===== src/rtl/cpu_pkg.sv =====
// cpu_pkg: shared CPU types and constants, including the divider FSM encoding and the HI/LO writeback codes.
package cpu_pkg;
    typedef enum logic [1:0] {
        DIV_IDLE = 2'd0,
        DIV_RUN  = 2'd1,
        DIV_FIX  = 2'd2
    } div_state_e;

    localparam int DIV_STEPS = 32;

    localparam logic [2:0] WB_SEL_LO = 3'd4;
    localparam logic [2:0] WB_SEL_HI = 3'd5;

    function automatic logic [31:0] mag32(input logic [31:0] v, input logic sgn);
        return (sgn && v[31]) ? -v : v;
    endfunction
endpackage


===== src/rtl/div_step.sv =====
// div_step: one combinational restoring-division iteration.
module div_step (
    input  logic [32:0] rem_i,
    input  logic [31:0] sh_i,
    input  logic [31:0] dvs_i,
    output logic [32:0] rem_o,
    output logic [31:0] sh_o,
    output logic        qbit_o
);
    logic [33:0] shifted;
    logic [33:0] diff;
    always_comb begin
        shifted = {rem_i, sh_i[31]};
        diff    = shifted - {2'b00, dvs_i};
        qbit_o  = ~diff[33];
        rem_o   = qbit_o ? diff[32:0] : shifted[32:0];
        sh_o    = {sh_i[30:0], qbit_o};
    end
endmodule


===== src/rtl/div_unit.sv =====
// div_unit: 34-cycle signed/unsigned 32-bit restoring divider feeding LO (quotient) and HI (remainder).
module div_unit
    import cpu_pkg::*;
#(
    parameter int WIDTH = 32
) (
    input  logic        clk,
    input  logic        rst,
    input  logic        start,
    input  logic        cancel,
    input  logic        is_signed,
    input  logic [31:0] dividend,
    input  logic [31:0] divisor,
    output logic        busy,
    output logic        done,
    output logic [31:0] quotient,
    output logic [31:0] remainder
);
    localparam int CW = $clog2(WIDTH);
    localparam logic [CW-1:0] LAST = CW'(DIV_STEPS - 1);

    div_state_e    state_q;
    logic [CW-1:0] cnt_q;
    logic [32:0]   rem_q, rem_d;
    logic [31:0]   sh_q, sh_d, dvs_q;
    logic          qbit_d;
    logic          signed_q, qneg_q, rneg_q, done_q;
    logic [31:0]   quot_q, remo_q;

    div_step u_step (
        .rem_i (rem_q),
        .sh_i  (sh_q),
        .dvs_i (dvs_q),
        .rem_o (rem_d),
        .sh_o  (sh_d),
        .qbit_o(qbit_d)
    );

    // Divide-by-zero keeps the all-ones magnitude quotient unnegated and the remainder equal to the dividend.
    always_ff @(posedge clk) begin
        if (rst) begin
            state_q  <= DIV_IDLE;
            cnt_q    <= '0;
            rem_q    <= '0;
            sh_q     <= '0;
            dvs_q    <= '0;
            signed_q <= 1'b0;
            qneg_q   <= 1'b0;
            rneg_q   <= 1'b0;
            done_q   <= 1'b0;
            quot_q   <= '0;
            remo_q   <= '0;
        end else begin
            done_q <= 1'b0;
            case (state_q)
                DIV_IDLE: if (start && !cancel) begin
                    signed_q <= is_signed;
                    sh_q     <= mag32(dividend, is_signed);
                    dvs_q    <= mag32(divisor, is_signed);
                    qneg_q   <= (dividend[31] ^ divisor[31]) && (divisor != '0);
                    rneg_q   <= dividend[31];
                    rem_q    <= '0;
                    cnt_q    <= '0;
                    state_q  <= DIV_RUN;
                end
                DIV_RUN: if (cancel) state_q <= DIV_IDLE;
                else begin
                    rem_q <= rem_d;
                    sh_q  <= {sh_d[31:1], qbit_d};
                    cnt_q <= cnt_q + CW'(1);
                    if (cnt_q == LAST) state_q <= DIV_FIX;
                end
                DIV_FIX: begin
                    if (!cancel) begin
                        quot_q <= (signed_q && qneg_q) ? -sh_q : sh_q;
                        remo_q <= (signed_q && rneg_q) ? -rem_q[31:0] : rem_q[31:0];
                        done_q <= 1'b1;
                    end
                    state_q <= DIV_IDLE;
                end
                default: state_q <= DIV_IDLE;
            endcase
        end
    end

    assign busy      = state_q != DIV_IDLE;
    assign done      = done_q;
    assign quotient  = quot_q;
    assign remainder = remo_q;
endmodule


===== config.mk =====
export PLATFORM = sky130hd
export DESIGN_NAME = div_unit
export DESIGN_NICKNAME = d
export VERILOG_FILES = /design/src/rtl/cpu_pkg.sv /design/src/rtl/div_step.sv /design/src/rtl/div_unit.sv
export SDC_FILE = /design/constraint.sdc
export NUM_CORES = 1
export LEC_CHECK = 0
export CORE_MARGIN = 1.5
export CORE_UTILIZATION = 52
export CTS_BUF_LIST = sky130_fd_sc_hd__clkbuf_16
export CTS_CLUSTER_DIAMETER = 200
export CTS_CLUSTER_SIZE = 8
export DETAILED_ROUTE_END_ITERATION = 7
export PLACE_DENSITY = 0.76
export SYNTH_ARGS = -nofsm -noshare
export SYNTH_HDL_FRONTEND = slang
export SYNTH_SLANG_ARGS = --single-unit

===== constraint.sdc =====
create_clock -name clk -period 2.5 [get_ports clk]
set_input_delay 0.5 -clock clk [delete_from_list [all_inputs] [get_ports clk]]
set_output_delay 0.5 -clock clk [all_outputs]
set_load 0.02 [all_outputs]

==> impl_results.md <==
* Rel. slew slack at between 50 and 60%
* Max Cap Violations at 0
* Reg2reg path depth at 10
* I/O pin cnt at 135
* Clock Sinks at between 150 and 200
* Placement Rows at 53
* Total power at 7.05 mW
* GR Util All Layers at around 30%
* Crit path max fanout at 7
* WL per Instance at about 17 um
* Synthesis-to-layout area growth at 37.7%
* First-pass DRT Iterations at 6
* Chip height at 150 um
* Placed Area at approximately 0.015 mm2
* Global route total overflow at 0
* Top-count cell post-synth: nor2_1
* Die ar. at between 0.02 and 0.025 mm2
* DR vias at about 12k
* CTS tree: built
* Busiest grt layer: met2
* Final setup viols at 34
* Endpoint, Worst Hold: quotient[22]$_SDFFE_PP0P_
* H-tree depth at 4
* Via density at about 5.8
* Initial drt markers at about 850
* Reg2reg start: rem_q[25]$_SDFFE_PP0P_
* VDD IR-drop max at between 0.4 and 0.5 mV
* Die Wd at approximately 150 um
* Filler cells at approximately 1.7k
* Period utilisation layout at 108%
* HPWL Detailed at 26100 um
* P_leak at slightly above 6 nW
* Final antenna-violating net count at 0
* Seq cells post-synth at around 170
* Reg area at roughly 0.0035 mm2
* Longest Clk Path Bufs at 2
* Fin Hold WS at between 0.4 and 0.5 ns
* Critical path class: flop to flop
* Synth Flop Type: dfxtp_1
* Grt met3 use at under 10%
* Sequential area share after synthesis at around 31%
* Initial antenna violation count at 0
* Avg Cell Area, Syn at roughly 7.6 um2
* Area of the core at ~0.021 mm2
* Min Tclk post-route at roughly 2.7 ns
* # DRC at 0
* Gp weighted congestion at around 1
* FMAX at ~0.37 GHz
* Clock-pin slew on the worst setup and hold paths at around 0.08 ns
* Synth area leaders: dfxtp_1 (31%), nor2_1 (6.1%), a211oi_1 (5.5%)
* Final wirelength at ~35000 um
* Number of global-route vias before repair at ~11k
* Num CTS Buffers at 17
* Min setup slack post-route at -0.198 ns
* Met2 usage at about 47%
* Final nets at around 1.9k
* Share of cells above drive strength 1 at around 22%
* Worst Hold Class: flop to flop
* Multi-input gate area in the final layout at around 0.0077 mm2
* Final instance area at roughly 0.016 mm2
* CP Launch Type: flop
* Largest net degree at the start of global routing at approximately 140
* Ant diodes at 0
* Critical path origin: rem_q[25]$_SDFFE_PP0P_
* First-pass GRT wire length at about 54000 um
* Hold depth at 2
* Mapped Nets at between 1.5k and 2k
* Skew-Pair Late Insertion Delay at approximately 0.44 ns
* EDFF count, synth at 0
* Worst Clk Skew at ~0.014 ns
* Endpoint of the worst register-to-register path: rem_q[2]$_SDFFE_PP0P_
* Async S/R FF share, synth at 0%
* Top cell type's share of synthesized area at a little under a third
* Worst Tran Pin Value at approximately 0.63 ns
* Setup TNS at -4.78 ns
* Synth warn at 0
* R2R Setup Slk at -0.20 ns
* I/O Buffers at approximately 130
* Met1 Use GR at between 40% and 50%
* Slew Limit Fails at 0
* Post-synth top cells: nor2_1 (183), dfxtp_1 (172), nand2_1 (162)
* Synthesized area at around 0.011 mm2
* CP endpoint kind: flop
* Outcome: complete, but fails checks
* Final Hold Vio Count at 0
* Worst endpoint required time at 2.84 ns
* Cell variety after synth at 69
* Initial Util at 53.3%
* Post-synth top area cell: dfxtp_1
* Crit path DAT at just over 3 ns
* HP Start: quotient[22]$_SDFFE_PP0P_
* Syn Inst Count at between 1k and 1.5k
* Failing checks: negative setup slack
* Root Driver: clkbuf_16
* Unrepaired setup endpoints after global routing: true
* Pwr dens at around 450 mW/mm2
==> worst max path at each step <==
stage               slack [ns]                     end  cells after the start
floorplan                -0.09  rem_q[32]$_SDFFE_PP0P_                     13
global placement         -0.38   sh_q[28]$_SDFFE_PP0P_                     10
detailed placement       -0.46   sh_q[28]$_SDFFE_PP0P_                     10
CTS                      -0.20   rem_q[2]$_SDFFE_PP0P_                     10
global route             -0.25   rem_q[0]$_SDFFE_PP0P_                     10
finish                   -0.20   rem_q[2]$_SDFFE_PP0P_                     10
==> where the power goes <==
group,internal (mW),switching (mW),total [mW]
clock network,1.37,1.17,2.53
registers,2.82,0.100,2.92
logic,0.735,0.862,1.60
total,4.92,2.13,7.05
==> cells in the final DEF, fill, tap and decap left out, drive strengths merged, types with 34 or more instances in the layout <==
cell             n
nand2          162
clkdlybuf4s50  133
nand4           35
inv             63
o21ai           81
dfxtp          172
nor2           183
ha              38
xor2            62
nor3            34
a211oi          83
buf            231
xnor2           65
o211ai          35
a21oi          121
==> stage by stage <==
stage	cells	worst slack [ns]	utilization, %
3_5_place_dp	2015	-0.461	68.8
3_3_place_gp	2015	-0.377	68.8
5_1_grt	2052	-0.251	73.3
4_1_cts	2049	-0.200	72.1
2_1_floorplan	1480	-0.0895	-
6_report	2052	-0.198	73.3
==> metal layers <==
metal / routed length, um / part of all wire, %
met1: 15800 / 45
met2: 15700 / 45
met3: 2790 / 8.0
met4: 538 / 1.5
met5: 0 / 0
==> sequential cells by signal, summed over array words and instances, names as in the netlist <==
| name | count |
|---|---|
| cnt_q | 5 |
| state_q | 2 |
| quotient | 32 |
| rneg_q | 1 |
| sh_q | 32 |
| remainder | 32 |
| done | 1 |
| qneg_q | 1 |
| rem_q | 33 |
| signed_q | 1 |
| dvs_q | 32 |
==> critical path: stages (launching register included) <==
cell       delay (ns)
dfxtp_4          0.37
ha_4             0.26
a21oi_4          0.15
o21a_1           0.19
a2bb2oi_2        0.16
a21boi_2         0.08
a2111o_1         0.39
or3_4            0.44
and2_4           0.21
buf_12           0.14
o311ai_2         0.20
==> kinds of logic after synthesis <==
family                   Yosys count  share of synthesized area [%]
XOR/XNOR                         127                           9.87
adder cells (fa/ha/maj)           39                           4.40
flip-flops                       172                           30.6
AND/OR/NAND/NOR                  551                           22.9
multiplexers                       1                         0.0888
AO/OA/AOI/OAI                    434                           26.7
buffers and inverters            156                           5.52
==> cell type report <==
cell class                 count  share of cell area, %
multi-input combinational   1152                   49.8
timing repair buffer         364                   20.7
inverter                      58                   1.40
clock buffer                  17                   2.74
sequential                   172                   22.3
tap                          275                   2.22
clock inverter                14                  0.798
==> repair_timing <==
action                                  CTS  global route
buffers inserted                          3             4
pin swaps                                17            30
endpoints found under the setup margin   37            59
gates cloned                              0             0
gates resized for setup                  30            52
hold buffers                              0             0
Power figures use the tool's default switching activity.
